==> config.mk <==
export PLATFORM = sky130hd
export DESIGN_NAME = mux_arb_n
export DESIGN_NICKNAME = d
export VERILOG_FILES = /design/src/rtl/mux_arb_n.sv
export SDC_FILE = /design/constraint.sdc
export NUM_CORES = 1
export LEC_CHECK = 0
export ABC_AREA = 1
export BUFFER_PORTS_ARGS = -buffer_cell sky130_fd_sc_hd__buf_2
export CORE_AREA = 3 3 59 61
export CTS_CLUSTER_SIZE = 12
export DETAILED_ROUTE_END_ITERATION = 10
export DIE_AREA = 0 0 62 64
export PLACE_DENSITY = 0.73
export SETUP_SLACK_MARGIN = 0.3
export SLEW_MARGIN = 20
export SYNTH_ARGS = -nofsm -noshare
export SYNTH_HDL_FRONTEND = slang
export SYNTH_SLANG_ARGS = --single-unit
==> constraint.sdc <==
create_clock -name clk -period 2 [get_ports clk]
set_input_delay 0.4 -clock clk [delete_from_list [all_inputs] [get_ports clk]]
set_output_delay 0.4 -clock clk [all_outputs]
set_load 0.005 [all_outputs]
==> src/rtl/mux_arb_n.sv <==
`default_nettype none
// ============================================================================
// Module   : mux_arb_n
// Purpose  : N-channel, WIDTH-bit registered multiplexer with valid/ready
//            handshakes on every input and on the output. The channel is
//            chosen by forced select, fixed priority (lowest index wins), or
//            round-robin arbitration. The output passes through one register
//            stage.
// Ports    : clk        - clock, rising edge
//            rst_n      - synchronous, active-low reset
//            mode       - 00 forced select, 01 fixed priority, 1x round-robin
//            sel        - channel index used in forced-select mode
//            in_data    - channel k occupies bits [k*WIDTH +: WIDTH]
//            in_valid   - per-channel valid
//            in_ready   - per-channel ready (combinational, one-hot or zero)
//            out_data   - registered output data
//            out_chan   - registered index of the channel that supplied data
//            out_valid  - registered output valid
//            out_ready  - consumer ready
// Revision : 1.0 - initial release
// ============================================================================
module mux_arb_n #(
  parameter int WIDTH = 8,
  parameter int N     = 4,
  parameter int SELW  = $clog2(N)
) (
  input  logic                 clk,
  input  logic                 rst_n,
  input  logic [1:0]           mode,
  input  logic [SELW-1:0]      sel,
  input  logic [N*WIDTH-1:0]   in_data,
  input  logic [N-1:0]         in_valid,
  output logic [N-1:0]         in_ready,
  output logic [WIDTH-1:0]     out_data,
  output logic [SELW-1:0]      out_chan,
  output logic                 out_valid,
  input  logic                 out_ready
);

  localparam logic [1:0] C_MODE_FORCED = 2'b00;
  localparam logic [1:0] C_MODE_PRIO   = 2'b01;

  logic [SELW-1:0]  r_ptr;
  logic [WIDTH-1:0] r_data;
  logic [SELW-1:0]  r_chan;
  logic             r_valid;

  logic             w_ld;
  logic             w_req_vld;
  logic [SELW-1:0]  w_req_idx;
  logic             w_grant;
  logic             w_hi_vld;
  logic [SELW-1:0]  w_hi_idx;
  logic             w_lo_vld;
  logic [SELW-1:0]  w_lo_idx;
  logic [WIDTH-1:0] w_gnt_data;

  // The output register may accept a new word when empty or being drained.
  assign w_ld = !r_valid || out_ready;

  // Round-robin search split into two priority scans: channels at or above
  // the pointer take precedence over those below it, which reproduces the
  // wrap-around search order without any modulo arithmetic.
  always_comb begin
    w_hi_vld = 1'b0;
    w_hi_idx = '0;
    w_lo_vld = 1'b0;
    w_lo_idx = '0;
    for (int k = N - 1; k >= 0; k--) begin
      if (in_valid[k]) begin
        w_lo_vld = 1'b1;
        w_lo_idx = SELW'(k);
        if (SELW'(k) >= r_ptr) begin
          w_hi_vld = 1'b1;
          w_hi_idx = SELW'(k);
        end
      end
    end
  end

  // Requester selection, independent of the load/reset qualification.
  always_comb begin
    w_req_vld = 1'b0;
    w_req_idx = '0;
    case (mode)
      C_MODE_FORCED: begin
        if (int'(sel) < N) begin
          w_req_vld = in_valid[sel];
          w_req_idx = sel;
        end
      end
      C_MODE_PRIO: begin
        w_req_vld = w_lo_vld;
        w_req_idx = w_lo_idx;
      end
      default: begin
        w_req_vld = w_hi_vld || w_lo_vld;
        w_req_idx = w_hi_vld ? w_hi_idx : w_lo_idx;
      end
    endcase
  end

  assign w_grant = rst_n && w_ld && w_req_vld;

  always_comb begin
    w_gnt_data = '0;
    for (int k = 0; k < N; k++) begin
      if (w_req_idx == SELW'(k)) begin
        w_gnt_data = in_data[k*WIDTH +: WIDTH];
      end
    end
  end

  generate
    for (genvar k = 0; k < N; k++) begin : g_ready
      assign in_ready[k] = w_grant && (w_req_idx == SELW'(k));
    end
  endgenerate

  always_ff @(posedge clk) begin
    if (!rst_n) begin
      r_valid <= 1'b0;
      r_data  <= '0;
      r_chan  <= '0;
      r_ptr   <= '0;
    end else if (w_ld) begin
      if (w_grant) begin
        r_valid <= 1'b1;
        r_data  <= w_gnt_data;
        r_chan  <= w_req_idx;
        // Only round-robin transfers advance the pointer.
        if (mode[1]) begin
          if (w_req_idx == SELW'(N - 1)) begin
            r_ptr <= '0;
          end else begin
            r_ptr <= w_req_idx + SELW'(1);
          end
        end
      end else begin
        r_valid <= 1'b0;
      end
    end
  end

  assign out_data  = r_data;
  assign out_chan  = r_chan;
  assign out_valid = r_valid;

endmodule
`default_nettype wire
==> run_results.csv <==
group,metric,value,unit
global_route,globalRouteTotalUtil,18.0,%
logic_synthesis,synth_seq_area_share,23.2,%
clock_network,clk_pin_slew,0.08,ns
run_status,status,"finished with violations",
global_route,grt_pass1_wl,5450,um
floorplanning,initial_utilization,37.0,%
finish,utilization,62.3,%
floorplanning,fp.dieH,64,um
finish,syn_to_final_growth,68.5,%
global_route,grt_pass1_vias,1275,
finish,drive_gt1_share,56.5,%
worst_setup_path,slowest_stage,"dfxtp_2",
logic_synthesis,synth_top_area_share,23.2,%
worst_setup_path,worstSetupPathType,"reg -> reg",
run_status,failed_checks,"negative setup slack",
worst_setup_path,critPathBufInv,12,
power_and_ir_drop,ir_worst_vdd,298,uV
route,first_pass_iters,4,
timing,fin_crit,2.11,ns
logic_synthesis,mappedNetlistArea,0.00112,mm2
worst_setup_path,worstPathMaxFanout,3,
logic_synthesis,synthCells,178,
clock_network,clockBufferDepth,2,
worst_hold_path,min_path_type,"in -> reg",
worst_setup_path,cp.arrival,2.33,ns
power_and_ir_drop,p_leak,0.000989,uW
timing,finalHoldViolCount,0,
logic_synthesis,synthDistinctLibCells,23,
place,dp_hpwl,2430,um
logic_synthesis,synth.avg_cell_area,6.29,um2
worst_setup_path,cp_slowest_stage_delay,0.36,ns
worst_setup_path,worst_setup_path_start_kind,"register",
route,wire_per_inst,11.9,um
route,ant_nets,0,
worst_setup_path,crit_top_cell,"buf_6",
route,drc,0,
finish,antenna_cells,0,
place,placedInstanceArea,0.00151,mm2
timing,finalSetupViolCount,6,
logic_synthesis,synth-seq-cells,13,
global_route,grt_max_degree,15,
logic_synthesis,synth.area.top_cells,"dfxtp_1 (23%), nand2_1 (20%), inv_1 (6.7%), nand3_1 (6.7%), a21oi_1 (5.4%)",
clock_network,cts_tree,"done",
route,routed_wl,3650,um
logic_synthesis,synthArstFlopShare,0,%
timing,period_share,105,%
finish,postLayoutCellArea,0.00189,mm2
timing,whs,0.398,ns
clock_network,cts_root_buf,"clkbuf_4",
timing,fmax,0.475,GHz
floorplanning,io_pins,58,
logic_synthesis,synth_top_flop_cell,"dfxtp_1",
timing,grt_setup_unrepaired,"true",
floorplanning,placementRows,20,
timing,worst_pin_slew,0.254,ns
clock_network,cts_buffers,3,
global_route,overflow,0,
finish,nNetsFinal,310,
clock_network,cts_sinks,13,
floorplanning,coreArea,0.00303,mm2
clock_network,htreeDepth,1,
place,io_buffers,57,
timing,maxSlewHeadroom,82.9,%
clock_network,insertion_delay,0.27,ns
place,place.gp.congestion,0.820,
floorplanning,die_x,62,um
logic_synthesis,yosysMostFrequentCell,"nand2_1",
worst_setup_path,path_cells,"inv_4 > nand3_4 > nand2_4 > o21ai_2 > nand2_2 > buf_4 > buf_4 > buf_6 > buf_6 > buf_6 > buf_6 > buf_6 > buf_6 > buf_6 > buf_6 > nand3_2 > nand2_1 > inv_1",
timing,drv_slew,0,
logic_synthesis,yosys-top-cells-count,"nand2_1 (61), inv_1 (20), nand3_1 (15), dfxtp_1 (13), a21oi_1 (12)",
logic_synthesis,yosys_warnings,0,
worst_setup_path,critPathRequiredTime,2.22,ns
global_route,antenna_found_initial,0,
place,pre_cts_slack,-0.0420,ns
worst_setup_path,crit_family,"buffers and inverters",
logic_synthesis,synth-edff-count,0,
logic_synthesis,yosysTopAreaCell,"dfxtp_1",
route,drt-initial-drc-count,74,
power_and_ir_drop,power.density,537,mW/mm2
clock_network,cts_hold_buf,0,
floorplanning,die-area,0.00397,mm2
flow_run,maxCapViolCount,0,
timing,fin_ws,-0.105,ns
logic_synthesis,synth_nets,225,
timing,finClkSkew,0.000887,ns
route,via_per_inst,4.71,
route,vias,1442,
worst_setup_path,end_kind,"register",
layout make-up:
class | instances | area, um2
sequential | 13 | 263
fill | 291 | 1140
multi-input combinational | 135 | 883
timing repair buffer | 86 | 544
tap | 44 | 55.1
inverter | 24 | 115
clock buffer | 4 | 26.3
cells by family (layout without fill, tap and decap cells):
| logic type | Yosys count | in the layout | share of synthesized area (%) |
|---|---|---|---|
| flops | 13 | 13 | 23.2 |
| fa+ha+maj | 4 | 4 | 4.47 |
| compound gates | 26 | 26 | 13.7 |
| buf+inv | 30 | 114 | 13.2 |
| simple gates | 105 | 105 | 45.4 |
repair_timing:
item | CTS | global route
setup endpoints to repair | 12 | 13
gates cloned | 0 | 0
gates resized for setup | 33 | 20
pin swaps | 22 | 22
buffers inserted | 17 | 2
registers in the layout, summed over array words and instances (netlist names):
register   cells
out_chan       2
out_valid      1
out_data       8
r_ptr          2
cells in the final DEF, fill, tap and decap left out, types with 4 or more instances in the layout:
cell	netlist	routed
ha_4	0	4
nor2_4	2	4
nand3_1	15	8
inv_2	2	4
buf_2	3	57
nor2_2	6	6
nor2_1	9	7
nand2_2	3	12
a21oi_1	12	10
nand2_1	61	49
inv_1	20	15
o211ai_1	8	8
buf_4	0	18
dfxtp_1	13	11
nand3_2	6	12
buf_6	2	11
power breakdown:
part / internal [uW] / switching (uW) / leakage (uW)
Clock: 77.4 / 84.0 / 0.0000150
Sequential: 296 / 21.4 / 0.000108
Combinational: 256 / 278 / 0.000865
final timing paths:
| path | start | endpoint | slack, ns | depth (start not counted) |
|---|---|---|---|---|
| max | r_ptr[1] | r_ptr[0] | -0.11 | 18 |
| min | out_ready | out_valid | 0.40 | 4 |
| max reg2reg | r_ptr[1] | r_ptr[0] | -0.11 | 18 |
| min reg2reg | out_data[2] | out_data[2] | 0.46 | 2 |
per-layer routing:
| metal | vias to the layer above | GRT usage [%] | wire [um] |
|---|---|---|---|
| met2 | 65 | 31.5 | 1860 |
| met3 | 13 | 6.26 | 349 |
| met1 | 629 | 19.5 | 1340 |
| li1 | 735 | - | - |
| met5 | - | 0 | 0 |
| met4 | 0 | 5.31 | 91 |
worst min-delay path, delay by kind of cell:
family	cells	cell delay (ns)
compound gates	1	0.05
buf+inv	2	0.10
simple gates	1	0.08
through the flow:
stage	cells	setup TNS, ns	power [uW]
finish	306	-0.320	1010
global route	306	-2.00	1100
CTS	304	-0.0801	974
detailed placement	283	-0.192	721
global placement	283	-0.00501	714
floorplan	178	0	587
Power figures use the tool's default switching activity.
